<file path="config.mk">
export PLATFORM = sky130hd
export DESIGN_NAME = mem_readback
export DESIGN_NICKNAME = d
export VERILOG_FILES = /design/src/rtl/mem_readback_pkg.sv /design/src/rtl/mem_readback_skid_fifo.sv /design/src/rtl/mem_readback.sv
export SDC_FILE = /design/constraint.sdc
export NUM_CORES = 1
export LEC_CHECK = 0
export ABC_AREA = 1
export ABC_CLOCK_PERIOD_IN_PS = 6000
export CORE_ASPECT_RATIO = 0.9
export CORE_MARGIN = 2
export CORE_UTILIZATION = 56
export CTS_CLUSTER_SIZE = 24
export DETAILED_ROUTE_END_ITERATION = 10
export GPL_ROUTABILITY_DRIVEN = 0
export GPL_TIMING_DRIVEN = 1
export PLACE_DENSITY_LB_ADDON = 0.05
export SYNTH_ARGS = -nofsm -noshare
export SYNTH_HDL_FRONTEND = slang
export SYNTH_SLANG_ARGS = --single-unit
</file>
<file path="constraint.sdc">
create_clock -name clk -period 6 [get_ports clk]
set_input_delay 1.2 -clock clk [delete_from_list [all_inputs] [get_ports clk]]
set_output_delay 1.2 -clock clk [all_outputs]
set_load 0.02 [all_outputs]
</file>
<file path="src/rtl/mem_readback_pkg.sv">
// Shared types and constants for the mem_readback streaming BRAM readback engine.
package mem_readback_pkg;

  typedef enum logic [1:0] {
    IDLE   = 2'd0,
    SCAN   = 2'd1,
    DRAIN  = 2'd2,
    FINISH = 2'd3
  } rb_state_t;

  localparam int CSUM_W        = 32;
  localparam int RB_FIFO_DEPTH = 2;

endpackage

</file>
<file path="src/rtl/mem_readback_skid_fifo.sv">
// rb_skid_fifo: small valid/ready FIFO holding landed RAM words, with an occupancy output.
module rb_skid_fifo
  import mem_readback_pkg::*;
#(
  parameter int W = 16
) (
  input  logic                                     clk,
  input  logic                                     reset,
  input  logic                                     push_valid_i,
  input  logic [W-1:0]                             push_data_i,
  output logic                                     pop_valid_o,
  output logic [W-1:0]                             pop_data_o,
  input  logic                                     pop_ready_i,
  output logic [$clog2(RB_FIFO_DEPTH+1)-1:0]       occupancy_o
);

  localparam int PTR_W = $clog2(RB_FIFO_DEPTH);
  localparam int OCC_W = $clog2(RB_FIFO_DEPTH + 1);

  logic [W-1:0]     mem_q [RB_FIFO_DEPTH];
  logic [PTR_W-1:0] wr_ptr_q, rd_ptr_q;
  logic [OCC_W-1:0] count_q;
  logic             push, pop;

  assign push = push_valid_i && (count_q != OCC_W'(RB_FIFO_DEPTH));
  assign pop  = pop_ready_i && (count_q != '0);

  // Storage is cleared on reset so the output word reads zero after a flush.
  always_ff @(posedge clk) begin
    if (reset) begin
      wr_ptr_q <= '0;
      rd_ptr_q <= '0;
      count_q  <= '0;
      for (int i = 0; i < RB_FIFO_DEPTH; i++) mem_q[i] <= '0;
    end else begin
      if (push) begin
        mem_q[wr_ptr_q] <= push_data_i;
        wr_ptr_q        <= wr_ptr_q + 1'b1;
      end
      if (pop) rd_ptr_q <= rd_ptr_q + 1'b1;
      count_q <= count_q + OCC_W'(push) - OCC_W'(pop);
    end
  end

  assign pop_valid_o = (count_q != '0);
  assign pop_data_o  = mem_q[rd_ptr_q];
  assign occupancy_o = count_q;

endmodule

</file>
<file path="src/rtl/mem_readback.sv">
// Sweeps an address window through a registered-output BRAM and streams the words out.
// Optional running checksum is built only when MEM_READBACK_CHECKSUM_EN is defined.
module mem_readback
  import mem_readback_pkg::*;
#(
  parameter int WID_MEM   = 16,
  parameter int DEPTH_MEM = 4096,
  parameter int ADDR_W    = $clog2(DEPTH_MEM)
) (
  input  logic                clk,
  input  logic                reset,
  input  logic                start,
  input  logic [ADDR_W-1:0]   cfg_base,
  input  logic [ADDR_W:0]     cfg_len,
  output logic [ADDR_W-1:0]   raddr,
  input  logic [WID_MEM-1:0]  rdata,
  output logic [WID_MEM-1:0]  m_data,
  output logic                m_valid,
  input  logic                m_ready,
  output logic                m_last,
  output logic                busy,
  output logic                done,
  output logic [CSUM_W-1:0]   checksum
);

  localparam int CNT_W = ADDR_W + 1;
  localparam int OCC_W = $clog2(RB_FIFO_DEPTH + 1);

  rb_state_t         state_q, state_d;
  logic [ADDR_W-1:0] base_q, base_d, raddr_q, raddr_d;
  logic [CNT_W-1:0]  len_q, len_d, issued_q, issued_d, emitted_q, emitted_d;
  logic              prime_q, prime_d, inflight_q, done_q, done_d;
  logic              issue, pop, fifo_valid;
  logic [WID_MEM-1:0] fifo_data;
  logic [OCC_W-1:0]  occ;
  logic [2:0]        credit;

  // The RAM samples raddr every edge; advancing raddr is what issues a read,
  // and the word it returns is pushed one edge later while inflight is set.
  rb_skid_fifo #(.W(WID_MEM)) u_buf (
    .clk          (clk),
    .reset        (reset),
    .push_valid_i (inflight_q),
    .push_data_i  (rdata),
    .pop_valid_o  (fifo_valid),
    .pop_data_o   (fifo_data),
    .pop_ready_i  (m_ready),
    .occupancy_o  (occ)
  );

  assign pop    = fifo_valid & m_ready;
  assign credit = 3'(occ) + 3'(inflight_q) - 3'(pop);

  always_comb begin
    state_d   = state_q;
    base_d    = base_q;
    len_d     = len_q;
    raddr_d   = raddr_q;
    issued_d  = issued_q;
    emitted_d = pop ? emitted_q + 1'b1 : emitted_q;
    prime_d   = prime_q;
    issue     = 1'b0;
    done_d    = 1'b0;
    unique case (state_q)
      IDLE: begin
        if (start) begin
          base_d    = cfg_base;
          len_d     = cfg_len;
          issued_d  = '0;
          emitted_d = '0;
          prime_d   = 1'b1;
          state_d   = (cfg_len == '0) ? FINISH : SCAN;
        end
      end
      SCAN: begin
        // First SCAN cycle only loads the base address so the RAM sees it next edge.
        if (prime_q) begin
          raddr_d = base_q;
          prime_d = 1'b0;
        end else if (credit < 3'd2) begin
          issue    = 1'b1;
          raddr_d  = raddr_q + 1'b1;
          issued_d = issued_q + 1'b1;
          if (issued_d == len_q) state_d = DRAIN;
        end
      end
      DRAIN: begin
        if (credit == 3'd0) begin
          state_d = FINISH;
          done_d  = 1'b1;
        end
      end
      FINISH: begin
        // An empty sweep reports completion as FINISH is left.
        state_d = IDLE;
        done_d  = (len_q == '0);
      end
      default: state_d = IDLE;
    endcase
  end

  always_ff @(posedge clk) begin
    if (reset) begin
      state_q    <= IDLE;
      base_q     <= '0;
      len_q      <= '0;
      raddr_q    <= '0;
      issued_q   <= '0;
      emitted_q  <= '0;
      prime_q    <= 1'b0;
      inflight_q <= 1'b0;
      done_q     <= 1'b0;
    end else begin
      state_q    <= state_d;
      base_q     <= base_d;
      len_q      <= len_d;
      raddr_q    <= raddr_d;
      issued_q   <= issued_d;
      emitted_q  <= emitted_d;
      prime_q    <= prime_d;
      inflight_q <= issue;
      done_q     <= done_d;
    end
  end

  assign raddr   = raddr_q;
  assign m_valid = fifo_valid;
  assign m_data  = fifo_data;
  assign m_last  = fifo_valid && ((emitted_q + 1'b1) == len_q);
  assign busy    = (state_q != IDLE);
  assign done    = done_q;

`ifdef MEM_READBACK_CHECKSUM_EN
  logic [CSUM_W-1:0] csum_q, csum_d;

  always_comb begin
    csum_d = csum_q;
    if (state_q == IDLE && start) csum_d = '0;
    else if (pop) csum_d = csum_q + CSUM_W'(fifo_data);
  end

  always_ff @(posedge clk) begin
    if (reset) csum_q <= '0;
    else       csum_q <= csum_d;
  end

  assign checksum = csum_q;
`else
  assign checksum = '0;
`endif

endmodule

</file>
==> results of run 1 <==
-- per-stage QoR --
stage	instance area, µm²	hold slack [ns]	power, mW
2_1_floorplan	5690	0.426	1.57
3_3_place_gp	6300	0.441	1.80
5_1_grt	6480	0.487	2.40
3_5_place_dp	6300	0.450	1.83
4_1_cts	6480	0.463	2.25
6_report	6480	0.461	2.24
-- area by class of cell --
class | instances | area [µm²]
Timing Repair Buffer | 80 | 791
Clock inverter | 3 | 42.5
Sequential cell | 105 | 2420
Clock buffer | 13 | 140
Inverter | 85 | 319
Fill cell | 839 | 3220
Multi-Input combinational cell | 513 | 2610
Tap cell | 126 | 158
-- flip-flops by register name, summed over array words and instances, names as in the netlist, 2 cells and up, named ones only --
| register | count |
|---|---|
| len_q | 13 |
| issued_q | 13 |
| raddr | 12 |
| emitted_q | 13 |
| base_q | 12 |
| state_q | 2 |
| u_buf.mem_q | 32 |
| u_buf.occupancy_o | 2 |
-- cell usage in the layout (no fill, tap or decap), types with 4 or more instances in the layout --
cell	n
nand2_1	139
nor2_1	85
inv_1	82
clkdlybuf4s50_1	76
dfxtp_1	73
o21ai_0	64
a21oi_1	64
nand3_1	38
conb_1	32
edfxtp_1	32
mux2_2	16
ha_1	11
xor2_1	9
clkbuf_8	9
nand4_1	8
xnor2_1	7
nor4_1	6
nor3_1	5
a221oi_1	5
buf_4	4
-- final timing paths --
path | startpoint | to | cells after the start
worst max-delay path | m_ready | raddr[7] | 17
worst min register to register | base_q[11] | base_q[11] | 2
worst min-delay path | base_q[11] | base_q[11] | 2
worst max register to register | u_buf.occupancy_o[1] | raddr[7] | 18
-- logic make-up after synthesis --
family | Yosys count | synth area share, %
AOI/OAI and AO/OA | 142 | 13.4
muxes | 16 | 3.23
and+or+nand+nor | 294 | 22.3
DFF | 105 | 43.4
buffers and inverters | 142 | 11.8
adders and majority gates | 12 | 2.83
xor gates and xnor gates | 17 | 2.94
other | 1 | 0.0672
-- where the power goes --
part,internal (mW),switching (mW)
combinational,0.335,0.519
sequential,0.850,0.113
clock,0.195,0.233
-- worst register-to-register path, stage by stage, from the launching register on --
cell and delay (ns):
dfxtp_1 0.35, nor2_1 0.20, inv_1 0.08, nand2_1 0.07
inv_1 0.04, buf_4 0.20, ha_1 0.31, inv_1 0.08
ha_1 0.14, inv_1 0.05, fa_1 0.37, or2_2 0.30
nand3_1 0.11, nand2_1 0.06, nand2_1 0.30, inv_1 0.29
o21ai_0 0.15, nand2_1 0.07, a221oi_1 0.24
-- metal layers --
| metal | wire (µm) | vias to the layer above |
|---|---|---|
| met3 | 793 | 11 |
| li1 | - | 2452 |
| met1 | 5640 | 2238 |
| met2 | 5830 | 149 |
| met5 | 0 | - |
| met4 | 104 | 0 |
==> run_results.csv, run 1 <==
group,metric,value,unit
run_status,status,"completed",
sta,drv_slew,0,
logic_synthesis,ys_warn_count,0,
global_routing,grt_pass1_vias,4355,
cts,postCtsResizedCells,0,
setup_path,cp-start-kind,"primary input",
logic_synthesis,netlist_area,0.00558,mm²
finish,final_layout_size_suffix_gt1_share,5.63,%
place,port_buffers,76,
finish,final_cell_count_no_fill,925,
logic_synthesis,ys_ff_latch,105,
floorplan,core_area,0.00970,mm²
floorplan,dieArea,0.0108,mm²
place,placedCellCount,909,
sta,fmax,0.241,GHz
cts,cts_made_buffers,9,
place,place_ws,1.43,ns
global_routing,grt_pass1_wl,20100,µm
global_routing,grt_use_met1,32.5,%
global_routing,grt_use_met3,5.36,%
sta,fin_setup_tns,0,ns
setup_path,slowest_stage,"clkdlybuf4s50_1",
power_and_ir_drop,ir_drop,0.000227,V
logic_synthesis,synth.area.top_cells,"dfxtp_1 (26%), edfxtp_1 (17%), nand2_1 (9.4%)",
floorplan,rows,34,
cts,post_cts_buffers,0,
sta,skew,0.00705,ns
logic_synthesis,yosysTopAreaCell,"dfxtp_1",
cts,cts_hold_buf,0,
place,place_hpwl,8990,µm
sta,fin_crit_sh,69.2,%
logic_synthesis,synth_top_cells_by_count,"nand2_1 (139), nor2_1 (85), inv_1 (82)",
sta,period_minus_slack,4.15,ns
logic_synthesis,synth_cell_types,38,
cts,cts_tree,"done",
cts,clock_latency,0.37,ns
drt,wire_per_inst,13.4,µm
setup_path,end_kind,"flip-flop",
global_routing,antenna_found_initial,0,
power_and_ir_drop,power_density,346,mW/mm²
logic_synthesis,synth.avg_cell_area,7.65,µm²
sta,finalSetupViolations,0,
power_and_ir_drop,leakage,2.58,nW
setup_path,crit_fanout,29,
logic_synthesis,synth_edf_count,32,
finish,final_core_util,66.8,%
drt,first_pass_iters,5,
floorplan,dieWidth,109,µm
cts,htree_levels,3,
setup_path,critical-path-max-stage-delay,0.45,ns
drt,dr.first_iter.drc_count,245,
setup_path,crit_family,"buffers and inverters",
setup_path,crit_chain,"clkdlybuf4s50_1, nand2_1, inv_1, buf_4, ha_1, inv_1, ha_1, inv_1, fa_1, or2_2, nand3_1, nand2_1, nand2_1, inv_1, o21ai_0, nand2_1, a221oi_1",
finish,diodes,0,
setup_path,crit_type,"primary input to flip-flop",
global_routing,use_met2,37.8,%
global_routing,grt_usage,23.5,%
worst_hold_path,hold_path_class,"flip-flop to flip-flop",
sta,finalHoldViolCount,0,
drt,vias_per_cell,5.24,
finish,area_growth,16.3,%
logic_synthesis,synthFlopType,"dfxtp_1",
drt,drc_errors,0,
logic_synthesis,async_reset_ff_share,0,%
logic_synthesis,yosysTopAreaCellShare,26.2,%
sta,slew_headroom,38.4,%
drt,final_antenna_net_count,0,
logic_synthesis,yosysSeqAreaShare,43.4,%
run,maxCapViolCount,0,
drt,vias,4850,
finish,final_nets,851,
logic_synthesis,synth_most_common_cell,"nand2_1",
setup_path,required,6.28,ns
cts,numClockSinks,105,
floorplan,ioPinCount,109,
floorplan,die_y,98.7,µm
sta,rsz0062_at_grt,"no",
global_routing,grt_overflow_total,0,
setup_path,arrival,4.44,ns
cts,cts_buffer_depth,2,
setup_path,rrSetupSlack,2.50,ns
setup_path,worst-path-buf-inv,6,
drt,routed_wirelength,12400,µm
global_routing,grt_max_degree,43,
cts,cts-root-buf,"clkbuf_8",
global_routing,grt.busiest_layer,"met2",
logic_synthesis,syn_inst,729,
floorplan,start_util,57.5,%
cts,clkTransAtPathRegs,0.09,ns
sta,setup_ws,1.85,ns
sta,tightest_slew,0.921,ns
Power figures use the tool's default switching activity.
==> run 2, diff against run 1 <==
--- a/config.mk
+++ b/config.mk
@@ -6,10 +6,10 @@
 export NUM_CORES = 1
 export LEC_CHECK = 0
 export ABC_AREA = 1
-export ABC_CLOCK_PERIOD_IN_PS = 6000
+export ABC_CLOCK_PERIOD_IN_PS = 3650
 export CORE_ASPECT_RATIO = 0.9
 export CORE_MARGIN = 2
-export CORE_UTILIZATION = 56
+export CORE_UTILIZATION = 47
 export CTS_CLUSTER_SIZE = 24
 export DETAILED_ROUTE_END_ITERATION = 10
 export GPL_ROUTABILITY_DRIVEN = 0
==> constraint.sdc (replaced) <==
create_clock -name clk -period 3.65 [get_ports clk]
set_input_delay 0.73 -clock clk [delete_from_list [all_inputs] [get_ports clk]]
set_output_delay 0.73 -clock clk [all_outputs]
set_load 0.02 [all_outputs]
==> run 2 against run 1 <==
Against the previous run: register-to-register slack lost 1.9 ns; design area grew 3.0%; largest cell class unchanged; die area grew 18%; via count grew 0.89%; sequential share of layout area shrank 1.1 points; wire length grew 6.9%; setup slack lost 1.5 ns; clock power grew 130%; utilization shrank 8.7 points; critical endpoint is now issued_q[12]; sequential power grew 65%; hold slack lost 0.0057 ns.
==> run_results.csv, run 2 (same netlist as run 1, synthesis figures left out) <==
group,metric,value,unit
run_status,status,"completed",
drt,routed_wirelength,13200,µm
drt,wire_per_inst,13.8,µm
cts,cts_buffer_depth,2,
cts,cts-root-buf,"clkbuf_16",
finish,final_cell_area,0.00668,mm²
sta,fin_setup_tns,0,ns
floorplan,core_area,0.0115,mm²
cts,cts_tree,"done",
drt,vias_per_cell,5.10,
finish,diodes,0,
cts,numClockSinks,105,
cts,cts_hold_buf,0,
setup_path,crit_fanout,12,
setup_path,required,3.94,ns
global_routing,grt_usage,20.9,%
floorplan,dieArea,0.0128,mm²
setup_path,arrival,3.55,ns
power_and_ir_drop,ir_drop,0.000348,V
global_routing,grt_pass1_vias,4493,
place,place_hpwl,9380,µm
finish,regMostFlops,"u_buf.mem_q",
power_and_ir_drop,power_frac_comb,36.5,%
cts,post_cts_buffers,0,
power_and_ir_drop,leakage,2.67,nW
floorplan,ioPinCount,109,
finish,final_layout_size_suffix_gt1_share,6.72,%
sta,rsz0062_at_grt,"no",
finish,fill_cells,1105,
power_and_ir_drop,p_sw,1.52,mW
run,maxCapViolCount,0,
drt,drc_errors,0,
place,port_buffers,76,
sta,slew_headroom,49.1,%
drt,vias,4893,
drt,final_antenna_net_count,0,
floorplan,rows,37,
finish,area_growth,19.7,%
cts,clkTransAtPathRegs,0.07,ns
worst_hold_path,hold_path_class,"flip-flop to flip-flop",
sta,tightest_slew,0.760,ns
power_and_ir_drop,power.internal,2.53,mW
global_routing,grt_pass1_wl,21100,µm
finish,layout_commonest_cell,"nand2_1",
sta,skew,0.00550,ns
sta,fin_crit_sh,89.3,%
cts,clock_latency,0.36,ns
cts,htree_levels,3,
place,placed_area,0.00638,mm²
place,placedCellCount,944,
setup_path,cp-start-kind,"primary input",
sta,finalHoldViolCount,0,
power_and_ir_drop,power_frac_seq,39.1,%
sta,finalSetupViolations,0,
power_and_ir_drop,swShare,37.6,%
setup_path,crit_type,"primary input to flip-flop",
floorplan,die_y,107,µm
floorplan,dieWidth,119,µm
finish,largest_register_ffs,32,
finish,final_cell_count_no_fill,960,
finish,layout_common_cells,"nand2_1 (139), nor2_1 (84), inv_1 (82)",
power_and_ir_drop,clockPowerShare,24.4,%
setup_path,end_kind,"flip-flop",
finish,final_nets,856,
global_routing,antenna_found_initial,0,
cts,cts_made_buffers,9,
sta,period_minus_slack,3.26,ns
sta,fmax,0.307,GHz
finish,multiInputGateArea,0.00261,mm²
sta,drv_slew,0,
finish,regArea,0.00242,mm²
drt,dr.first_iter.drc_count,309,
floorplan,start_util,48.6,%
global_routing,grt_overflow_total,0,
power_and_ir_drop,power_density,607,mW/mm²
drt,first_pass_iters,5,
global_routing,grt_max_degree,43,
==> run 2: stage by stage <==
stage	hold slack, ns	util [%]	setup WS [ns]	total power [mW]
finish	0.456	58.2	0.389	4.05
detailed placement	0.445	55.5	-0.0747	3.09
CTS	0.457	58.1	0.0825	4.07
global placement	0.438	55.5	0.0000728	3.05
floorplan	0.426	-	0.325	2.57
global route	0.494	58.2	0.112	4.32
==> run 2: power groups by stage <==
stage          clock, mW  combinational, mW  sequential, mW
6_report           0.987               1.48            1.59
3_5_place_dp           0               1.48            1.61
2_1_floorplan          0               1.01            1.56
5_1_grt             1.04               1.67            1.61
4_1_cts             1.00               1.49            1.59
3_3_place_gp           0               1.45            1.60
==> run 2: final cells by class <==
type	instances	area share, %
flip-flops and latches	105	36.3
repair buffers	85	12.4
well taps	156	2.92
clock inverters	7	1.07
multi-input cells	513	39.1
inverters	85	4.78
clock buffers	9	3.37
==> run 2: path summary, 6_finish.rpt <==
path              slack, ns            startpoint      endpoint  cells past startpoint
setup / recovery       0.39               m_ready  issued_q[12]                     17
hold / removal         0.46             base_q[4]     base_q[4]                      2
setup reg to reg       0.56  u_buf.occupancy_o[1]  issued_q[12]                     18
hold reg to reg        0.46             base_q[4]     base_q[4]                      2
==> run 2: what timing repair did <==
action                                 in CTS  in global routing
endpoints found under the hold margin       0                  0
resized for setup                           0                  2
setup endpoints to repair                   0                  2
==> run 2: worst max-delay path, stage by stage <==
cell             delay [ns]
clkdlybuf4s50_1        0.45
nand2_1                0.07
inv_1                  0.08
ha_1                   0.23
inv_1                  0.08
ha_1                   0.15
inv_1                  0.05
fa_1                   0.36
or2_2                  0.30
nand3_1                0.09
buf_4                  0.12
o21ai_0                0.05
o21ai_0                0.13
a21oi_1                0.09
inv_1                  0.33
nand2_1                0.10
a21oi_1                0.13
==> run 2: per-layer routing <==
layer	up-vias	wire, µm	GRT usage (%)
met5	-	0	0
met4	0	184	6.29
met3	13	714	4.77
met2	144	6110	34.4
met1	2269	6210	27.4
li1	2467	-	-
